--- src/rtl/pipe_ctrl.sv ---
// pipe_ctrl: OPEN_MIPS five-stage stall/flush/redirect control with post-flush
// shadow, sticky stall watchdog and optional perf counters (`PIPE_CTRL_PERF_EN).
module pipe_ctrl #(
    parameter int          STALL_TIMEOUT = 64,
    parameter logic [31:0] EXCEP_VECTOR  = 32'h0000_0020
) (
    input  logic        clk,
    input  logic        rst_n,
    input  logic        stallreq_from_id,
    input  logic        stallreq_from_ex,
    input  logic [31:0] excep_type,
    input  logic [31:0] cp0_epc,
    output logic [5:0]  stall,
    output logic        flush,
    output logic [31:0] new_pc,
    output logic        flush_shadow,
    output logic        stall_timeout,
    output logic [31:0] perf_stall_cycles,
    output logic [15:0] perf_flush_count
);
    localparam int          CW     = $clog2(STALL_TIMEOUT + 1);
    localparam logic [CW-1:0] WD_MAX = CW'(STALL_TIMEOUT);
    localparam logic [0:0]  RUN    = 1'b0;
    localparam logic [0:0]  SHADOW = 1'b1;
    localparam logic [31:0] ERET   = 32'h0000_000e;

    logic [0:0]    state_q, state_d;
    logic [CW-1:0] wd_cnt_q, wd_cnt_d;
    logic          timeout_q, timeout_d;
    logic          excep;

    // Exception beats EX beats ID; the shadow cycle drops stall requests since ID/EX hold bubbles
    always_comb begin
        excep     = rst_n && (excep_type != '0);
        flush     = excep;
        stall     = (!rst_n || excep || state_q == SHADOW) ? 6'b000000 :
                    stallreq_from_ex ? 6'b001111 :
                    stallreq_from_id ? 6'b000111 : 6'b000000;
        new_pc    = !excep ? 32'h0 : (excep_type == ERET) ? cp0_epc : EXCEP_VECTOR;
        state_d   = excep ? SHADOW : RUN;
        wd_cnt_d  = !stall[0] ? '0 : (wd_cnt_q == WD_MAX) ? wd_cnt_q : wd_cnt_q + CW'(1);
        timeout_d = timeout_q | (wd_cnt_d == WD_MAX);
    end

    // Shadow state, watchdog counter and sticky timeout flag
    always_ff @(posedge clk or negedge rst_n) begin
        if (!rst_n) begin
            state_q   <= RUN;
            wd_cnt_q  <= '0;
            timeout_q <= 1'b0;
        end else begin
            state_q   <= state_d;
            wd_cnt_q  <= wd_cnt_d;
            timeout_q <= timeout_d;
        end
    end

    assign flush_shadow  = (state_q == SHADOW);
    assign stall_timeout = timeout_q;

`ifdef PIPE_CTRL_PERF_EN
    logic [31:0] perf_stall_q, perf_stall_d;
    logic [15:0] perf_flush_q, perf_flush_d;

    // Free-running, wrapping event counters for the cycle just ending
    always_comb begin
        perf_stall_d = perf_stall_q + 32'(stall[0]);
        perf_flush_d = perf_flush_q + 16'(flush);
    end

    // Counter registers
    always_ff @(posedge clk or negedge rst_n) begin
        if (!rst_n) begin
            perf_stall_q <= '0;
            perf_flush_q <= '0;
        end else begin
            perf_stall_q <= perf_stall_d;
            perf_flush_q <= perf_flush_d;
        end
    end

    assign perf_stall_cycles = perf_stall_q;
    assign perf_flush_count  = perf_flush_q;
`else
    assign perf_stall_cycles = 32'h0;
    assign perf_flush_count  = 16'h0;
`endif
endmodule
--- config.mk ---
export PLATFORM = sky130hd
export DESIGN_NAME = pipe_ctrl
export DESIGN_NICKNAME = d
export VERILOG_FILES = /design/src/rtl/pipe_ctrl.sv
export SDC_FILE = /design/constraint.sdc
export NUM_CORES = 1
export LEC_CHECK = 0
export ABC_AREA = 1
export BUFFER_PORTS_ARGS = -buffer_cell sky130_fd_sc_hd__buf_2
export CAP_MARGIN = 10
export CORE_ASPECT_RATIO = 1.75
export CORE_UTILIZATION = 37
export DETAILED_ROUTE_END_ITERATION = 8
export GPL_ROUTABILITY_DRIVEN = 0
export PLACE_DENSITY = 0.87
export SKIP_CTS_REPAIR_TIMING = 1
export SYNTH_ARGS = -nofsm -noshare
export SYNTH_HDL_FRONTEND = slang
export SYNTH_SLANG_ARGS = --single-unit
export TNS_END_PERCENT = 100
--- constraint.sdc ---
create_clock -name clk -period 3.6 [get_ports clk]
set_clock_uncertainty 0.1 [all_clocks]
set_input_delay 0.36 -clock clk [delete_from_list [all_inputs] [get_ports clk]]
set_output_delay 0.36 -clock clk [all_outputs]
set_load 0.05 [all_outputs]
Word-level counts from Yosys, hierarchy flattened
Cells that the tools add are included.
{"block": "classes", "bitwise_logic": 1, "add_sub_neg": 1, "n_eq_ne": 3, "n_mux": 8, "n_reduce_logical": 5}
{"op": "$mux 32", "count": 2}
{"op": "$eq 32x4->1 const B", "count": 1}
{"op": "$reduce_bool 32->1", "count": 1}
{"op": "$eq 7x7->1 const B", "count": 2}
{"op": "$mux 7", "count": 2}
{"op": "$mux 4", "count": 2}
{"op": "$add 7x1->7 const B", "count": 1}
{"op": "$mux 3", "count": 1}
{"op": "$logic_or 1x1->1", "count": 2}
{"op": "$logic_and 1x1->1", "count": 1}
{"op": "$logic_not 1->1", "count": 1}
{"op": "$mux 1", "count": 1}
{"op": "$or 1x1->1", "count": 1}
{"block": "totals", "word_cells": 21, "in_bits": 68, "output_inout_bits": 89, "ff_bits": 9}

Depth between registers and ports, before layout
{"block": "logic_depth", "ltp_word": 8, "ltp_mapped": 12, "ltp_nobuf": 12}

Worst setup path after synthesis
Ideal clock, no wire load.
{"block": "synth_timing", "path_kind": "in2out", "startpoint": "input excep_type[7]", "endpoint": "output new_pc[0]", "arrival_ns": 2.145, "path_slack_ns": 0.995, "required_ns": 3.140, "path_buffers": 1, "stages": 9, "cell_sequence": "nor2_1 -> nand2_1 -> nor2_1 -> nand2_1 -> nor2_8 -> nor2_2 -> inv_2 -> buf_4 -> nor2_1"}
{"block": "synth_between", "elab_chain_cells": 3, "elab_cells_between_ends": 5, "classes_between": "eq/ne: 1; mux: 2; reduce/logical: 2"}
{"element": "from (decl)", "line": "11", "rtl": "input logic [31:0] excep_type,"}
{"element": "$reduce_bool 32->1", "line": "34", "rtl": "excep = rst_n && (excep_type != '0);"}
{"element": "$logic_and 1x1->1", "line": "34"}
{"element": "named net flush", "line": "14", "rtl": "output logic flush,"}
{"element": "$mux 32", "line": "39", "rtl": "new_pc = !excep ? 32'h0 : (excep_type == ERET) ? cp0_epc : EXCEP_VECTOR;"}
{"element": "to (decl)", "line": "15", "rtl": "output logic [31:0] new_pc,"}
The timed path passes the listed nets, and every way through them passes these cells.

Final worst setup path
{"block": "layout_timing", "startpoint": "input rst_n", "endpoint": "output stall[3]"}
{"block": "layout_between", "elab_chain_cells": 4, "elab_cells_between_ends": 5, "classes_between": "mux: 1; reduce/logical: 4"}
{"element": "from (decl)", "line": "8", "rtl": "input logic rst_n,"}
{"element": "$logic_not 1->1 (no source line) or $logic_and 1x1->1 (tied branches)"}
{"element": "$logic_or 1x1->1 (*) (2 in a row)", "line": "36", "rtl": "stall = (!rst_n || excep || state_q == SHADOW) ? 6'b000000 :"}
{"element": "$mux 4 (*)", "line": "36"}
{"element": "to (decl)", "line": "13", "rtl": "output logic [5:0] stall,"}
Every way passes the cells marked *; elsewhere a longest branch is shown, timed or not.

==> reports/summary.txt <==
DRC Markers -> 0
Placed cells -> 376
Top cell type's share of synthesized area -> 31.2%
Maxcap violations -> 0
Slowest stage delay, CP -> 0.52 ns
Clock Tree Buf Depth -> 2
CP Class -> in -> out
TritonCTS clock tree -> yes
Total area of sequential cells -> 225 µm²
Post-synthesis cell count -> 234
Drt first-iter violations -> 27
Final hold vios -> 0
Layout cells sized above 1 -> 35.2%
Antenna violations before repair -> 0
TritonCTS buffer count -> 3
Post-Route WL -> 3.24 mm
Worst-skew pair later-pin latency -> 0.23 ns
Asr flop ratio synth -> 100%
Sw frac -> 46.5%
Total Routing Usage GR -> 16.5%
Critical path required time -> 3.14 ns
Die width -> 48.4 µm
Syn Area/Cell -> 5.96 µm²
EDFF count, synth -> 0
Fillers -> 395
# diodes -> 0
Critical path's slowest cell -> dlygate4sd3_1
Period minus WS final -> 2.62 ns
Worst hold path type -> reg -> reg
Drt pass-1 iters -> 4
First-pass GRT wire length -> 5.31 mm
Row count -> 29
RSZ-0062 raised after global routing -> false
Most common cell in the netlist -> nor2_1
Final #Nets -> 406
Post-synthesis instance area -> 0.00139 mm²
# port buffers -> 106
Most used cell, CP -> buf_2
Multi-input gate area -> 830 µm²
Sw power -> 0.183 mW
Dpl hpwl -> 2.85 mm
Crit path capture type -> output pin
Pint -> 0.210 mW
Flop pwr share -> 26.1%
Worst-path maximum fanout -> 10
Slew Viols, Final -> 0
Main synth FF type -> dfrtp_1
Clk root buf -> clkbuf_8
Die Footprint -> 0.00403 mm²
# IOs -> 157
Worst path arrival time -> 2.16 ns
Clock network fraction of total power -> 29.2%
DIE HEIGHT -> 83.2 µm
Yosys warns -> 0
Overflow after GRT -> 0
ANT nets after route -> 0
Area after DPL -> 0.00173 mm²
Largest net degree at the start of global routing -> 33
CTS clk-pin slew, worst paths -> 0.04 ns
Core Region -> 0.00363 mm²
Finished Layout Cells -> 381
Combinational share of power -> 44.7%
Synth cell types -> 23
Period utilization -> 72.9%
Synthesized flop and latch total -> 9
Final core utilization -> 49.1%
Peak supply drop -> 0.138 mV
Syn-to-layout area delta -> 27.8%
Number of global-route vias before repair -> 1413
H-tree depth -> 1
Cell area power density -> 220 mW/mm²
Fmax -> 381 MHz
Startpoint type of the worst setup path -> input pin
CTS sink cnt -> 9
Via count -> 1560
Worst-path cell chain -> dlygate4sd3_1 > buf_2 > clkinv_1 > nor2_1 > and3_1 > buf_2
Status -> complete, no violations
Leak pwr -> 1.18 nW
Setup TNS -> 0 ns
Final setup fails -> 0
Fin area -> 0.00178 mm²
Initial Util -> 38.4%
Cell taking the most area after synthesis -> buf_4
Sequential share of the synthesized area -> 16.2%
WL per Instance -> 8.49 µm
Post-synth top cells -> nor2_1, buf_4, nand2_1
Vias/cell -> 4.09
Top cells by area, synth -> buf_4, nor2_1, dfrtp_1
## layout by cell type (no fill, tap or decap)
master	instances
and3_1	1
buf_2	106
clkbuf_1	1
clkbuf_8	3
clkinv_1	1
clkinv_2	1
conb_1	50
dfrtp_1	9
dlygate4sd3_1	1
ha_1	2
inv_1	18
inv_2	2
nand2_1	55
nand2_2	2
nand3_1	3
nand3_4	1
nand4_1	7
nor2_1	63
nor2_2	1
nor2_8	1
nor4_1	1
o21ai_0	1
or2_2	1
xnor2_1	1
xor2_1	3
## final timing paths
check	start	endpoint	slack (ns)	cells after the start
setup reg to reg	wd_cnt_q[1]$_DFF_PN0_	stall_timeout$_DFF_PN0_	1.98	10
setup / recovery	rst_n	stall[3]	0.98	6
max in group asynchronous	rst_n	flush_shadow$_DFF_PN0_	2.78	2
hold / removal	stall_timeout$_DFF_PN0_	stall_timeout$_DFF_PN0_	0.36	2
hold reg to reg	stall_timeout$_DFF_PN0_	stall_timeout$_DFF_PN0_	0.36	2
min in group asynchronous	rst_n	wd_cnt_q[4]$_DFF_PN0_	0.43	2
## metal layers
layer	track usage (%)	vias up	share of wire, %
li1	-	796	-
met1	12.8	665	32
met2	36.6	95	58
met3	4.03	4	9.0
met4	4.55	0	1.2
met5	0	-	0
## power by group through the flow
stage	Clock (mW)	Sequential, mW	Combinational, mW
after floorplan	0	0.106	0.176
after global placement	0	0.104	0.173
after detailed placement	0	0.104	0.174
after CTS	0.118	0.102	0.174
after global routing	0.124	0.102	0.186
final	0.115	0.102	0.176
## cells by family (layout without fill, tap and decap cells)
| family | after synthesis | in the layout | share of synthesized area [%] |
|---|---|---|---|
| AND/OR/NAND/NOR | 136 | 136 | 41.4 |
| XOR/XNOR | 4 | 4 | 2.51 |
| AO/OA/AOI/OAI | 1 | 1 | 0.359 |
| adder cells (fa/ha/maj) | 2 | 2 | 1.80 |
| other | 1 | 50 | 0.269 |
| buffers and inverters | 81 | 133 | 37.5 |
| flip-flops | 9 | 9 | 16.2 |
## through the flow
stage / hold slack, ns / setup WS, ns / power [mW]
floorplan: -0.0356 / 0.995 / 0.282
global placement: 0.129 / 1.25 / 0.277
detailed placement: 0.131 / 1.27 / 0.278
CTS: -0.112 / 1.26 / 0.395
global route: 0.380 / 0.771 / 0.412
finish: 0.360 / 0.975 / 0.393
## sequential cells by signal (all words and copies together) (netlist names)
name	cells
flush_shadow	1
stall_timeout	1
wd_cnt_q	7
## critical path, delay by kind of cell
family / cells / cell delay, ns
AND/OR/NAND/NOR: 2 / 0.63
buffers and inverters: 4 / 1.17
## area by class of cell
class / instances / area share [%]
inverter: 22 / 4.71
multi-input combinational: 193 / 46.6
sequential: 9 / 12.6
clock buffer: 4 / 2.53
tap: 46 / 3.23
timing repair buffer: 107 / 30.3
Note: power is estimated with default switching activity, not from simulation.
